--- config.mk ---
export PLATFORM = sky130hd
export DESIGN_NAME = core_sequencer
export DESIGN_NICKNAME = d
export VERILOG_FILES = /design/src/rtl/core_sequencer_pkg.sv /design/src/rtl/core_sequencer_timeout_ctr.sv /design/src/rtl/core_sequencer.sv
export SDC_FILE = /design/constraint.sdc
export NUM_CORES = 1
export LEC_CHECK = 0
export CAP_MARGIN = 0
export CORE_ASPECT_RATIO = 1.75
export CORE_UTILIZATION = 50
export DETAILED_ROUTE_END_ITERATION = 10
export DONT_BUFFER_PORTS = 1
export PLACE_DENSITY_LB_ADDON = 0.08
export RECOVER_POWER = 100
export SLEW_MARGIN = 30
export SYNTH_ARGS = -nofsm -noshare
export SYNTH_HDL_FRONTEND = slang
export SYNTH_SLANG_ARGS = --single-unit
export TNS_END_PERCENT = 50
--- constraint.sdc ---
create_clock -name clk -period 3.7 [get_ports clk]
set_input_delay 0.74 -clock clk [delete_from_list [all_inputs] [get_ports clk]]
set_output_delay 0.74 -clock clk [all_outputs]
set_load 0.02 [all_outputs]
--- src/rtl/core_sequencer_pkg.sv ---
// Shared types and encodings for the RV32I multi-cycle sequencer.
// Optional feature macro used by core_sequencer: SEQ_PERF_COUNTER_EN.
package core_sequencer_pkg;

    localparam int unsigned XLEN      = 32;
    localparam int unsigned NPC_SRC_W = 2;
    localparam int unsigned CAUSE_W   = 2;
    localparam int unsigned PERF_W    = 64;

    typedef enum logic [2:0] {
        ST_IDLE,
        ST_FETCH,
        ST_DECODE,
        ST_EXEC,
        ST_MEM,
        ST_WB,
        ST_TRAP
    } seq_state_e;

    localparam logic [NPC_SRC_W-1:0] NEXT_PC_SRC_NONE     = 2'd0;
    localparam logic [NPC_SRC_W-1:0] NEXT_PC_SRC_ALWAYS   = 2'd1;
    localparam logic [NPC_SRC_W-1:0] NEXT_PC_SRC_ZERO     = 2'd2;
    localparam logic [NPC_SRC_W-1:0] NEXT_PC_SRC_NOT_ZERO = 2'd3;

    localparam logic [CAUSE_W-1:0] TRAP_CAUSE_NONE         = 2'd0;
    localparam logic [CAUSE_W-1:0] TRAP_CAUSE_MISALIGNED   = 2'd1;
    localparam logic [CAUSE_W-1:0] TRAP_CAUSE_IMEM_TIMEOUT = 2'd2;
    localparam logic [CAUSE_W-1:0] TRAP_CAUSE_DMEM_TIMEOUT = 2'd3;

    // Resolve the decoder's next-PC select against the ALU zero flag.
    function automatic logic branch_taken(input logic [NPC_SRC_W-1:0] src, input logic zero);
        logic taken;
        case (src)
            NEXT_PC_SRC_ALWAYS:   taken = 1'b1;
            NEXT_PC_SRC_ZERO:     taken = zero;
            NEXT_PC_SRC_NOT_ZERO: taken = ~zero;
            default:              taken = 1'b0;
        endcase
        return taken;
    endfunction

endpackage

--- src/rtl/core_sequencer_timeout_ctr.sv ---
// Bus wait-cycle counter: expired_c flags the last allowed wait cycle so an ack
// arriving in that same cycle still completes the access.
module seq_timeout_ctr
    import core_sequencer_pkg::*;
#(
    parameter int unsigned MEM_TIMEOUT = 255
) (
    input  logic clk,
    input  logic rst,
    input  logic clr,
    input  logic en,
    output logic expired_c
);

    localparam int unsigned CNT_W = (MEM_TIMEOUT < 2) ? 1 : $clog2(MEM_TIMEOUT);

    logic [CNT_W-1:0] cnt_q;
    logic [CNT_W-1:0] cnt_d;

    always_comb begin
        cnt_d = cnt_q;
        if (clr) begin
            cnt_d = '0;
        end else if (en) begin
            cnt_d = cnt_q + CNT_W'(1);
        end
    end

    always_ff @(posedge clk) begin
        if (rst) begin
            cnt_q <= '0;
        end else begin
            cnt_q <= cnt_d;
        end
    end

    assign expired_c = (cnt_q == CNT_W'(MEM_TIMEOUT - 1));

endmodule

--- src/rtl/core_sequencer.sv ---
// Multi-cycle control FSM for the single-issue RV32I core: owns PC and instruction latch,
// sequences fetch/decode/exec/mem/wb and traps. Optional perf counters: SEQ_PERF_COUNTER_EN.
module core_sequencer
    import core_sequencer_pkg::*;
#(
    parameter logic [XLEN-1:0] RESET_PC    = 32'h0000_0000,
    parameter int unsigned     MEM_TIMEOUT = 255
) (
    input  logic                 clk,
    input  logic                 rst,
    output logic                 imem_req,
    output logic [XLEN-1:0]      imem_addr,
    input  logic                 imem_ack,
    input  logic [XLEN-1:0]      imem_rdata,
    output logic [XLEN-1:0]      instr,
    output logic [XLEN-1:0]      pc,
    input  logic                 dec_reg_wren,
    input  logic                 dec_ram_wren,
    input  logic                 dec_is_load,
    input  logic [NPC_SRC_W-1:0] dec_next_pc_src,
    input  logic                 alu_zero,
    input  logic [XLEN-1:0]      branch_target,
    output logic                 dmem_req,
    output logic                 dmem_we,
    input  logic                 dmem_ack,
    output logic                 rf_we,
    output logic                 ld_capture,
    output logic                 trap,
`ifdef SEQ_PERF_COUNTER_EN
    output logic [PERF_W-1:0]    cycle_cnt,
    output logic [PERF_W-1:0]    instret_cnt,
`endif
    output logic [CAUSE_W-1:0]   trap_cause
);

    seq_state_e          state_q, state_d;
    logic [XLEN-1:0]     pc_q, pc_d;
    logic [XLEN-1:0]     instr_q, instr_d;
    logic [CAUSE_W-1:0]  cause_q, cause_d;
    logic                tmo_clr, tmo_en, tmo_expired;
    logic                taken, misaligned;

    seq_timeout_ctr #(
        .MEM_TIMEOUT (MEM_TIMEOUT)
    ) u_timeout (
        .clk       (clk),
        .rst       (rst),
        .clr       (tmo_clr),
        .en        (tmo_en),
        .expired_c (tmo_expired)
    );

    always_ff @(posedge clk) begin
        if (rst) begin
            state_q <= ST_IDLE;
            pc_q    <= RESET_PC;
            instr_q <= '0;
            cause_q <= TRAP_CAUSE_NONE;
        end else begin
            state_q <= state_d;
            pc_q    <= pc_d;
            instr_q <= instr_d;
            cause_q <= cause_d;
        end
    end

    always_comb begin
        state_d    = state_q;
        pc_d       = pc_q;
        instr_d    = instr_q;
        cause_d    = cause_q;
        imem_req   = 1'b0;
        dmem_req   = 1'b0;
        dmem_we    = 1'b0;
        rf_we      = 1'b0;
        ld_capture = 1'b0;
        tmo_clr    = 1'b1;
        tmo_en     = 1'b0;
        taken      = branch_taken(dec_next_pc_src, alu_zero);
        misaligned = (branch_target[1:0] != 2'b00);

        case (state_q)
            ST_IDLE: begin
                state_d = ST_FETCH;
            end
            ST_FETCH: begin
                imem_req = 1'b1;
                tmo_clr  = 1'b0;
                if (imem_ack) begin
                    instr_d = imem_rdata;
                    state_d = ST_DECODE;
                end else begin
                    tmo_en = 1'b1;
                    if (tmo_expired) begin
                        cause_d = TRAP_CAUSE_IMEM_TIMEOUT;
                        state_d = ST_TRAP;
                    end
                end
            end
            ST_DECODE: begin
                state_d = ST_EXEC;
            end
            ST_EXEC: begin
                state_d = (dec_is_load || dec_ram_wren) ? ST_MEM : ST_WB;
            end
            ST_MEM: begin
                dmem_req = 1'b1;
                dmem_we  = dec_ram_wren;
                tmo_clr  = 1'b0;
                if (dmem_ack) begin
                    ld_capture = ~dec_ram_wren;
                    state_d    = ST_WB;
                end else begin
                    tmo_en = 1'b1;
                    if (tmo_expired) begin
                        cause_d = TRAP_CAUSE_DMEM_TIMEOUT;
                        state_d = ST_TRAP;
                    end
                end
            end
            ST_WB: begin
                // A taken jump to a non-word target is fatal: no PC or register update.
                if (taken && misaligned) begin
                    cause_d = TRAP_CAUSE_MISALIGNED;
                    state_d = ST_TRAP;
                end else begin
                    rf_we   = dec_reg_wren;
                    pc_d    = taken ? branch_target : (pc_q + XLEN'(4));
                    state_d = ST_FETCH;
                end
            end
            ST_TRAP: begin
                state_d = ST_TRAP;
            end
            default: begin
                state_d = ST_IDLE;
            end
        endcase

        // A reset landing on an ack or writeback cycle must not commit anything.
        if (rst) begin
            rf_we      = 1'b0;
            ld_capture = 1'b0;
        end
    end

    assign imem_addr  = pc_q;
    assign pc         = pc_q;
    assign instr      = instr_q;
    assign trap       = (state_q == ST_TRAP);
    assign trap_cause = cause_q;

`ifdef SEQ_PERF_COUNTER_EN
    logic [PERF_W-1:0] cycle_cnt_q, cycle_cnt_d;
    logic [PERF_W-1:0] instret_cnt_q, instret_cnt_d;

    always_comb begin
        cycle_cnt_d   = cycle_cnt_q + PERF_W'(1);
        instret_cnt_d = instret_cnt_q;
        if (state_q == ST_WB && state_d == ST_FETCH) begin
            instret_cnt_d = instret_cnt_q + PERF_W'(1);
        end
    end

    always_ff @(posedge clk) begin
        if (rst) begin
            cycle_cnt_q   <= '0;
            instret_cnt_q <= '0;
        end else begin
            cycle_cnt_q   <= cycle_cnt_d;
            instret_cnt_q <= instret_cnt_d;
        end
    end

    assign cycle_cnt   = cycle_cnt_q;
    assign instret_cnt = instret_cnt_q;
`endif

endmodule
# Word-level counts from Yosys, hierarchy flattened
# Cells that the tools add are included.
[classes]
n_addsub = 2
order_cmp = 0
n_mux = 26
div_mod_pow = 0
n_eq_ne = 15
bitwise_logic = 4
n_shift = 0
mul = 0
n_reduce_logical = 10
[ops]
columns = ["operator", "count"]
rows = [
  ["adder 32 x 3 -> 32 bit, second input constant", 1],
  ["two-way mux 32 bit", 1],
  ["case mux 3 bit (7 select lines)", 1],
  ["two-way mux 1 bit", 12],
  ["two-way mux 3 bit", 4],
  ["two-way mux 2 bit", 5],
  ["inequality test 2 bit, second input constant", 5],
  ["equality test 3 bit, second input constant", 3],
  ["adder 8 x 1 -> 8 bit, second input constant", 1],
  ["equality test 8 bit, second input constant", 1],
  ["equality test 3 x 2 -> 1 bit, second input constant", 2],
  ["case mux 2 bit (3 select lines)", 1],
  ["AND reduction 6 bit", 1],
  ["equality test 2 bit, second input constant", 2],
  ["inverter 1 bit", 4],
  ["AND reduction 2 bit", 2],
  ["OR reduction 2 bit", 2],
  ["equality test 3 x 1 -> 1 bit, second input constant", 1],
  ["zero test 3 bit", 1],
  ["case mux 1 bit (3 select lines)", 1],
  ["nonzero test 3 bit", 1],
  ["equality test 2 x 1 -> 1 bit, second input constant", 1],
  ["case mux 1 bit (2 select lines)", 1],
  ["nonzero test 2 bit", 1],
  ["other kinds (2)", 2],
]
[totals]
latch_bits = 0
mem_bits_rw = 0
word_cells = 62
inputBits = 74
output_inout_bits = 104
mem_bits_ro = 0
regBits = 77
n_memories = 0

# Depth between registers and ports, before layout
[logic_depth]
word_depth = 6
ltp_mapped = 8
ltp_nobuf = 7

# Modules after synthesis
# Synthesis repeated with hierarchy kept, for this count alone.
[hier_totals]
hier_cells = 537
area_unflattened_um2 = 4110.2
[modules_own_cells]
columns = ["mod", "seq_area_each_um2", "area_per_inst_um2", "cells_per_inst", "instances"]
rows = [
  ["core_sequencer", 1381.3, 3742.3, 495, 1],
  ["seq_timeout_ctr", 160.2, 367.9, 42, 1],
]

# Worst setup path before layout
# OpenSTA, ideal clock, no wires.
[synth_path]
path_kind = "in2out"
from = "in rst"
to = "out ld_capture"
slack_ns = 1.061
n_path_buf = 2
arrival_time_ns = 1.899
cell_stages = 3
required_ns = 2.960
cell_sequence = "clkbuf_1 > clkbuf_1 > nor4b_1"
[synth_via]
elab_chain_cells = 1
[synth_rtl]
columns = ["element", "line", "source"]
rows = [
  ["start, declared", "core_sequencer.sv:10", "input logic rst,"],
  ["two-way mux 1 bit", "core_sequencer.sv:141", "if (rst) begin"],
  ["end, declared", "core_sequencer.sv:27", "output logic ld_capture,"],
]
# No other way between the ends.

# Worst setup path in the final report
[layout_path]
from = "reg state_q[0]"
to = "out rf_we"
[layout_via]
elab_chain_cells = 3
[layout_rtl]
columns = ["element", "line", "source"]
rows = [
  ["start, declared", "core_sequencer.sv:36", "seq_state_e state_q, state_d;"],
  ["start signal, assigned", "core_sequencer.sv:60", "state_q <= state_d;"],
  ["equality test 3 bit", "core_sequencer.sv:82", "case (state_q)"],
  ["two-way mux 1 bit", "core_sequencer.sv:82", ""],
  ["two-way mux 1 bit", "core_sequencer.sv:141", ""],
  ["end, declared", "core_sequencer.sv:26", "output logic rf_we,"],
]
# No other way between the ends.

==> results by group <==
Run status
  – Outcome: finished, violations left
  – Failing checks: design-rule violations

Final layout
  – Commonest cells after routing, fill and taps aside: nand2_1 (103), dfxtp_1 (77), a21oi_1 (65)
  – Layout Area Growth over Synthesis: 1.50%
  – Fillcell total: 778
  – Post-route cell area: 0.00425 mm^2
  – Net count, final: 567
  – Fraction of layout cells with a size suffix above 1: 6.87%
  – Most common cell after layout, fill and taps aside: nand2_1

Worst setup path
  – R2R Setup Slk: 0.60 ns
  – Reg2Reg Depth: 6
  – Crit path capture type: output port
  – WP data required: 2.96 ns
  – Worst r2r dst: imem_addr[20]
  – Critical R2R Launch: state_q[0]
  – End point of the critical path: rf_we
  – Worst setup SP type: flop
  – Arrival time at the worst endpoint: 2.39 ns
  – Crit-path max FO: 16
  – Critical Path Source: state_q[0]
  – WS Path Type: flop to output port

STA
  – Setup TNS: 0 ns
  – Final setup margin: 0.567 ns
  – Skew final: 0.00566 ns
  – Unrepaired setup endpoints after global routing: no
  – Final clock period utilization by the worst path: 84.7%
  – Slew Viols, Final: 0
  – Tmin final: 3.13 ns
  – Peak Freq: 319 MHz
  – Slew @ Worst Pin: 1.14 ns
  – Fin. Hold Viols: 0
  – Setup violations, final: 0
  – Max-slew headroom: 23.3%

Logic synthesis
  – Cells after Synth: 534
  – Area contributors post-synth: dfxtp_1 (37%), nand2_1 (9.2%), a21oi_1 (7.7%)
  – FFs w/ async S/R, synth: 0%
  – Syn avg cell area: 7.83 um^2
  – Share of the synthesized area in the top cell type: 36.9%
  – Unique masters post-synth: 62
  – Synthesized area: 0.00418 mm^2
  – Synth warnings: 0
  – Synth Net Count: 611
  – Yosys top cell by area: dfxtp_1
  – Number of synthesized flops with an enable pin: 0
  – Sequential share of the synthesized area: 36.9%
  – Synth Flop Type: dfxtp_1
  – Post-synthesis register bit count: 77

Global routing
  – Global-route wire length before repair: 17000 um
  – Largest net degree at the start of global routing: 65
  – Vias in the first global route: 3484
  – Initial antenna violation count: 2
  – GRT Residual Overflow: 0
  – GRT Util Overall: 25.1%

Run
  – Max_cap viols: 0

CTS
  – CTS clock-pin slew for the worst setup and hold paths: 0.06 ns
  – Worst-skew pair later-pin latency: 0.34 ns
  – CTS buffer count: 9
  – Cts hold-fix bufs: 0
  – CTS root buffer: clkbuf_16
  – Clk buf depth: 2
  – CTS sink count: 77
  – CTS resizes: 0
  – H-tree depth: 3
  – Setup Buffers After CTS: 0
  – CTS tree: yes

Power
  – Pleak: 1.46 nW
  – Peak supply drop: 0.282 mV
  – Cell Pwr Density: 498 mW/mm^2
  – Final Total Pwr: 2.12 mW

Route
  – Drt pass-1 iters: 8
  – Drt drc: 13
  – Antenna-violating nets left: 0
  – Routed vias: 3683
  – DR vias/cell: 6.28
  – Drt total wl: 11300 um
  – Starting DRC count in detailed routing: 238
  – Drt wl/cell: 19.3 um

Floorplanning
  – Num rows: 43
  – Core Region: 0.00802 mm^2
  – Die area: 0.00875 mm^2
  – Initial Utilization: 52.2%
  – Io pins: 178
  – Die Wd: 71.1 um
  – Die H: 123 um

Worst hold path
  – Hold Crit Class: primary input to flop
  – Hold Crit Start: rst

Placement
  – DP Worst Slack: 1.04 ns
  – Gp weighted congestion: 0.808
  – Placed cell areas: 0.00399 mm^2
  – DPL Wire Length: 8070 um
  – # port buffers: 0
==> state kept, by name, summed over array words and instances (netlist names) <==
name             cells
imem_addr           32
instr               32
state_q              3
trap_cause           2
u_timeout.cnt_q      8
==> routing by layer <==
layer / routed length, um / up-vias / part of all wire [%] / track usage (%)
li1: - / 1791 / - / -
met2: 6110 / 147 / 54 / 47.3
met4: 236 / 0 / 2.1 / 9.25
met5: 0 / - / 0 / 0
met1: 4010 / 1723 / 35 / 25.6
met3: 957 / 22 / 8.5 / 7.50
==> critical path, cell delays in order, from the launching register on <==
cell	delay, ns
dfxtp_1	0.61
nand2b_1	0.23
or2_1	0.25
clkbuf_1	0.34
nor2_1	0.30
and3_1	0.31
==> report_power, final <==
group / internal [mW] / switching, mW
Clock: 0.604 / 0.378
Sequential: 0.867 / 0.0838
Combinational: 0.0612 / 0.122
Total: 1.53 / 0.584
==> cell usage after synthesis, types with 3 or more instances <==
cell type	number
a32o_1	3
a21oi_1	64
o211ai_1	3
nand3_1	17
o31ai_1	6
buf_2	4
a211oi_1	6
and3_1	9
buf_4	33
nand4_1	14
or4_1	6
o21a_1	3
a31oi_1	3
nand4_4	3
dfxtp_1	77
ha_1	3
xor2_1	5
clkbuf_1	27
nand2_1	102
nor3_1	10
or2_2	3
o22ai_1	7
o21ai_0	13
nand3b_1	3
nand2_2	3
mux2i_1	6
inv_1	3
a22oi_1	5
or3_1	8
and4_1	5
nor2_1	33
and2_1	6
nor4_1	3
a21o_1	4
==> logic make-up (layout without fill, tap and decap cells) <==
family	after synthesis	in the layout	synth area share (%)
AND/OR/NAND/NOR	239	239	30.2
AO/OA/AOI/OAI	134	134	20.0
flip-flops	77	77	36.9
buffers and inverters	68	29	9.18
XOR/XNOR	7	7	1.47
multiplexers	6	6	1.44
adder cells (fa/ha/maj)	3	3	0.897
other	0	1	0
==> worst min path at each step <==
| stage | to | slack, ns | cells after the start |
|---|---|---|---|
| finish | imem_addr[30] | 0.47 | 1 |
| global route | instr[8] | 0.46 | 1 |
| CTS | instr[18] | 0.45 | 1 |
| detailed placement | u_timeout.cnt_q[7] | 0.48 | 2 |
| global placement | u_timeout.cnt_q[7] | 0.48 | 2 |
| floorplan | u_timeout.cnt_q[7] | 0.46 | 2 |
==> metrics by stage <==
step           util [%]  hold WS, ns  std cells
6_report           53.0        0.466        586
5_1_grt            53.0        0.456        586
4_1_cts            53.9        0.454        585
3_5_place_dp       49.8        0.485        569
3_3_place_gp       49.8        0.481        569
2_1_floorplan         -        0.459        534
==> layout make-up <==
class,instances,area [um^2],area share [%]
Sequential cell,77,1540,36.3
Multi-Input combinational cell,389,2200,51.8
Inverter,4,15.0,0.354
Tap cell,90,113,2.65
Timing Repair Buffer,9,45.0,1.06
Clock inverter,7,105,2.48
Clock buffer,9,225,5.31
Antenna cell,1,2.50,0.0589
(Power assumes the default switching activity.)
==> variant, RTL diff (config.mk and constraints unchanged) <==
The 7 states of `seq_state_e` get a Gray code encoding in 3 bits.
--- a/src/rtl/core_sequencer_pkg.sv
+++ b/src/rtl/core_sequencer_pkg.sv
@@ -8,13 +8,13 @@
     localparam int unsigned PERF_W    = 64;
 
     typedef enum logic [2:0] {
-        ST_IDLE,
-        ST_FETCH,
-        ST_DECODE,
-        ST_EXEC,
-        ST_MEM,
-        ST_WB,
-        ST_TRAP
+        ST_IDLE   = 3'b000,
+        ST_FETCH  = 3'b001,
+        ST_DECODE = 3'b011,
+        ST_EXEC   = 3'b010,
+        ST_MEM    = 3'b110,
+        ST_WB     = 3'b111,
+        ST_TRAP   = 3'b101
     } seq_state_e;
 
     localparam logic [NPC_SRC_W-1:0] NEXT_PC_SRC_NONE     = 2'd0;
Function: no difference found for any inputs over 10 cycles, from zero or initial values and one cycle with rst high; not proved beyond that.
==> variant against the unedited design <==
  * Power decreased by 9.9%
  * Largest cell class unchanged
  * Sequential share of layout area increased by 0.85 points
  * Sequential cell count unchanged
  * Worst setup slack improved by 0.16 ns
  * Highest routed layer unchanged
  * Wire length decreased by 5.8%
  * Synthesized area decreased by 2.7%
  * Design area decreased by 2.3%
  * Clock power decreased by 9.4%
==> variant: results (changes against the unedited design) <==
status - completed (was complete, but fails checks)
clk_lat worst skew - 0.34 ns (about the same)
reg2reg path depth - 4 (was 6)
layout cell share with drive strength beyond 1 - 0.0559 (was 0.0687)
Synth async-reset ratio - 0 (unchanged)
Place WS - 0.999 ns (was 1.04 ns)
top cells by area, synth - dfxtp_1, nand2_1, a21oi_1, buf_4, nand3_1 (was dfxtp_1, nand2_1, a21oi_1, buf_4, nor2_1)
slowest library cell on the worst path - or3_1 (was dfxtp_1)
Crit Path Max Fanout - 17 (was 16)
hold wc startpoint - rst (unchanged)
Synth top cells by count - nand2_1, dfxtp_1, a21oi_1, buf_4, nor2_1 (unchanged)
Setup crit end - rf_we (unchanged)
routed wire length - 10700 um (was 11300 um)
worst rel slew slack - 0.211 (was 0.233)
Vias - 3679 (was 3683)
TritonCTS Buffers - 9 (unchanged)
sequential area share after synthesis - 0.379 (was 0.369)
Critical Path Start - state_q[1] (was state_q[0])
Crit Reg-Reg Endpoint - instr[5] (was imem_addr[20])
Global Route Usage Sum - 0.250 (was 0.251)
worst vdd ir - 0.000305 V (was 0.000282 V)
largest net degree at the start of global routing - 76 (was 65)
WP data arrival - 2.24 ns (was 2.39 ns)
post-CTS setup buffers - 0 (unchanged)
Leakage - 1.37 nW (was 1.46 nW)
fill count - 783 (was 778)
Clock Skew - 0.00769 ns (was 0.00566 ns)
R2R Setup Slk - 0.84 ns (was 0.60 ns)
post-synth net total - 602 (was 611)
WL met2 - 5580 um (was 6110 um)
final worst slack - 0.723 ns (was 0.567 ns)
Port Buf Inserts - 0 (unchanged)
first-pass GRT wire length - 17000 um (about the same)
DRT Pass-1 Iters - 4 (was 8)
CTS Buffer Depth - 2 (unchanged)
top sig layer - met4 (unchanged)
top_reg_cell synth - dfxtp_1 (unchanged)
Clock Pin Slew Worst Setup and Hold Paths - 0.06 ns (about the same)
PostCTS Resize Cnt - 0 (unchanged)
metal3 WL - 724 um (was 957 um)
layout net count - 555 (was 567)
Post-DP Area - 0.00387 mm2 (was 0.00399 mm2)
routability cong. - 0.862 (was 0.808)
HPWL after detailed placement - 7490 um (was 8070 um)
number of global-route vias before repair - 3482 (was 3484)
synth unique cells - 55 (was 62)
initial antenna violation count - 1 (was 2)
initial drt markers - 215 (was 238)
WL met1 - 4030 um (was 4010 um)
max incr delay on CP - 0.56 ns (was 0.61 ns)
[variant: cell type report]
cell class,instances,area (um2),area share
Antenna cell,1,2.50,0.000603
Clock buffer,9,225,0.0543
Clock inverter,7,72.6,0.0175
Inverter,8,30.0,0.00724
Multi-Input combinational cell,374,2120,0.511
Sequential cell,77,1540,0.372
Tap cell,90,113,0.0271
Timing Repair Buffer,8,45.0,0.0109
[variant: kinds of logic (layout without fill, tap and decap cells)]
kind of cell	Yosys count	count (layout)	synth area share
other cells	0	1	0
simple gates	225	225	0.287
compound gates	133	133	0.195
xor+xnor	7	7	0.0151
fa+ha+maj	3	3	0.00922
mux	6	6	0.0148
buf+inv	74	32	0.0996
flops	77	77	0.379
[variant: layer usage]
metal	global-route usage	up-vias
met5	0	-
met4	0.124	0
met3	0.0640	23
met2	0.454	153
met1	0.261	1736
li1	-	1767
[variant: power breakdown]
| group | leakage [nW] | internal [mW] | switching, mW |
|---|---|---|---|
| combinational | 0.606 | 0.0388 | 0.0774 |
| clock | 0.142 | 0.525 | 0.364 |
| sequential | 0.624 | 0.853 | 0.0488 |
[variant: metrics by stage]
stage          cells  utilization
2_1_floorplan    525            -
3_3_place_gp     557        0.489
3_5_place_dp     557        0.489
4_1_cts          573        0.527
5_1_grt          574        0.524
6_report         574        0.524
[variant: how the worst min path moves through the flow]
stage                    endpoint  slack (ns)  depth (start not counted)
2_1_floorplan  u_timeout.cnt_q[5]        0.47                          2
3_3_place_gp   u_timeout.cnt_q[5]        0.49                          2
3_5_place_dp   u_timeout.cnt_q[5]        0.52                          2
4_1_cts                 instr[30]        0.47                          1
5_1_grt             imem_addr[14]        0.46                          1
6_report            imem_addr[17]        0.47                          1
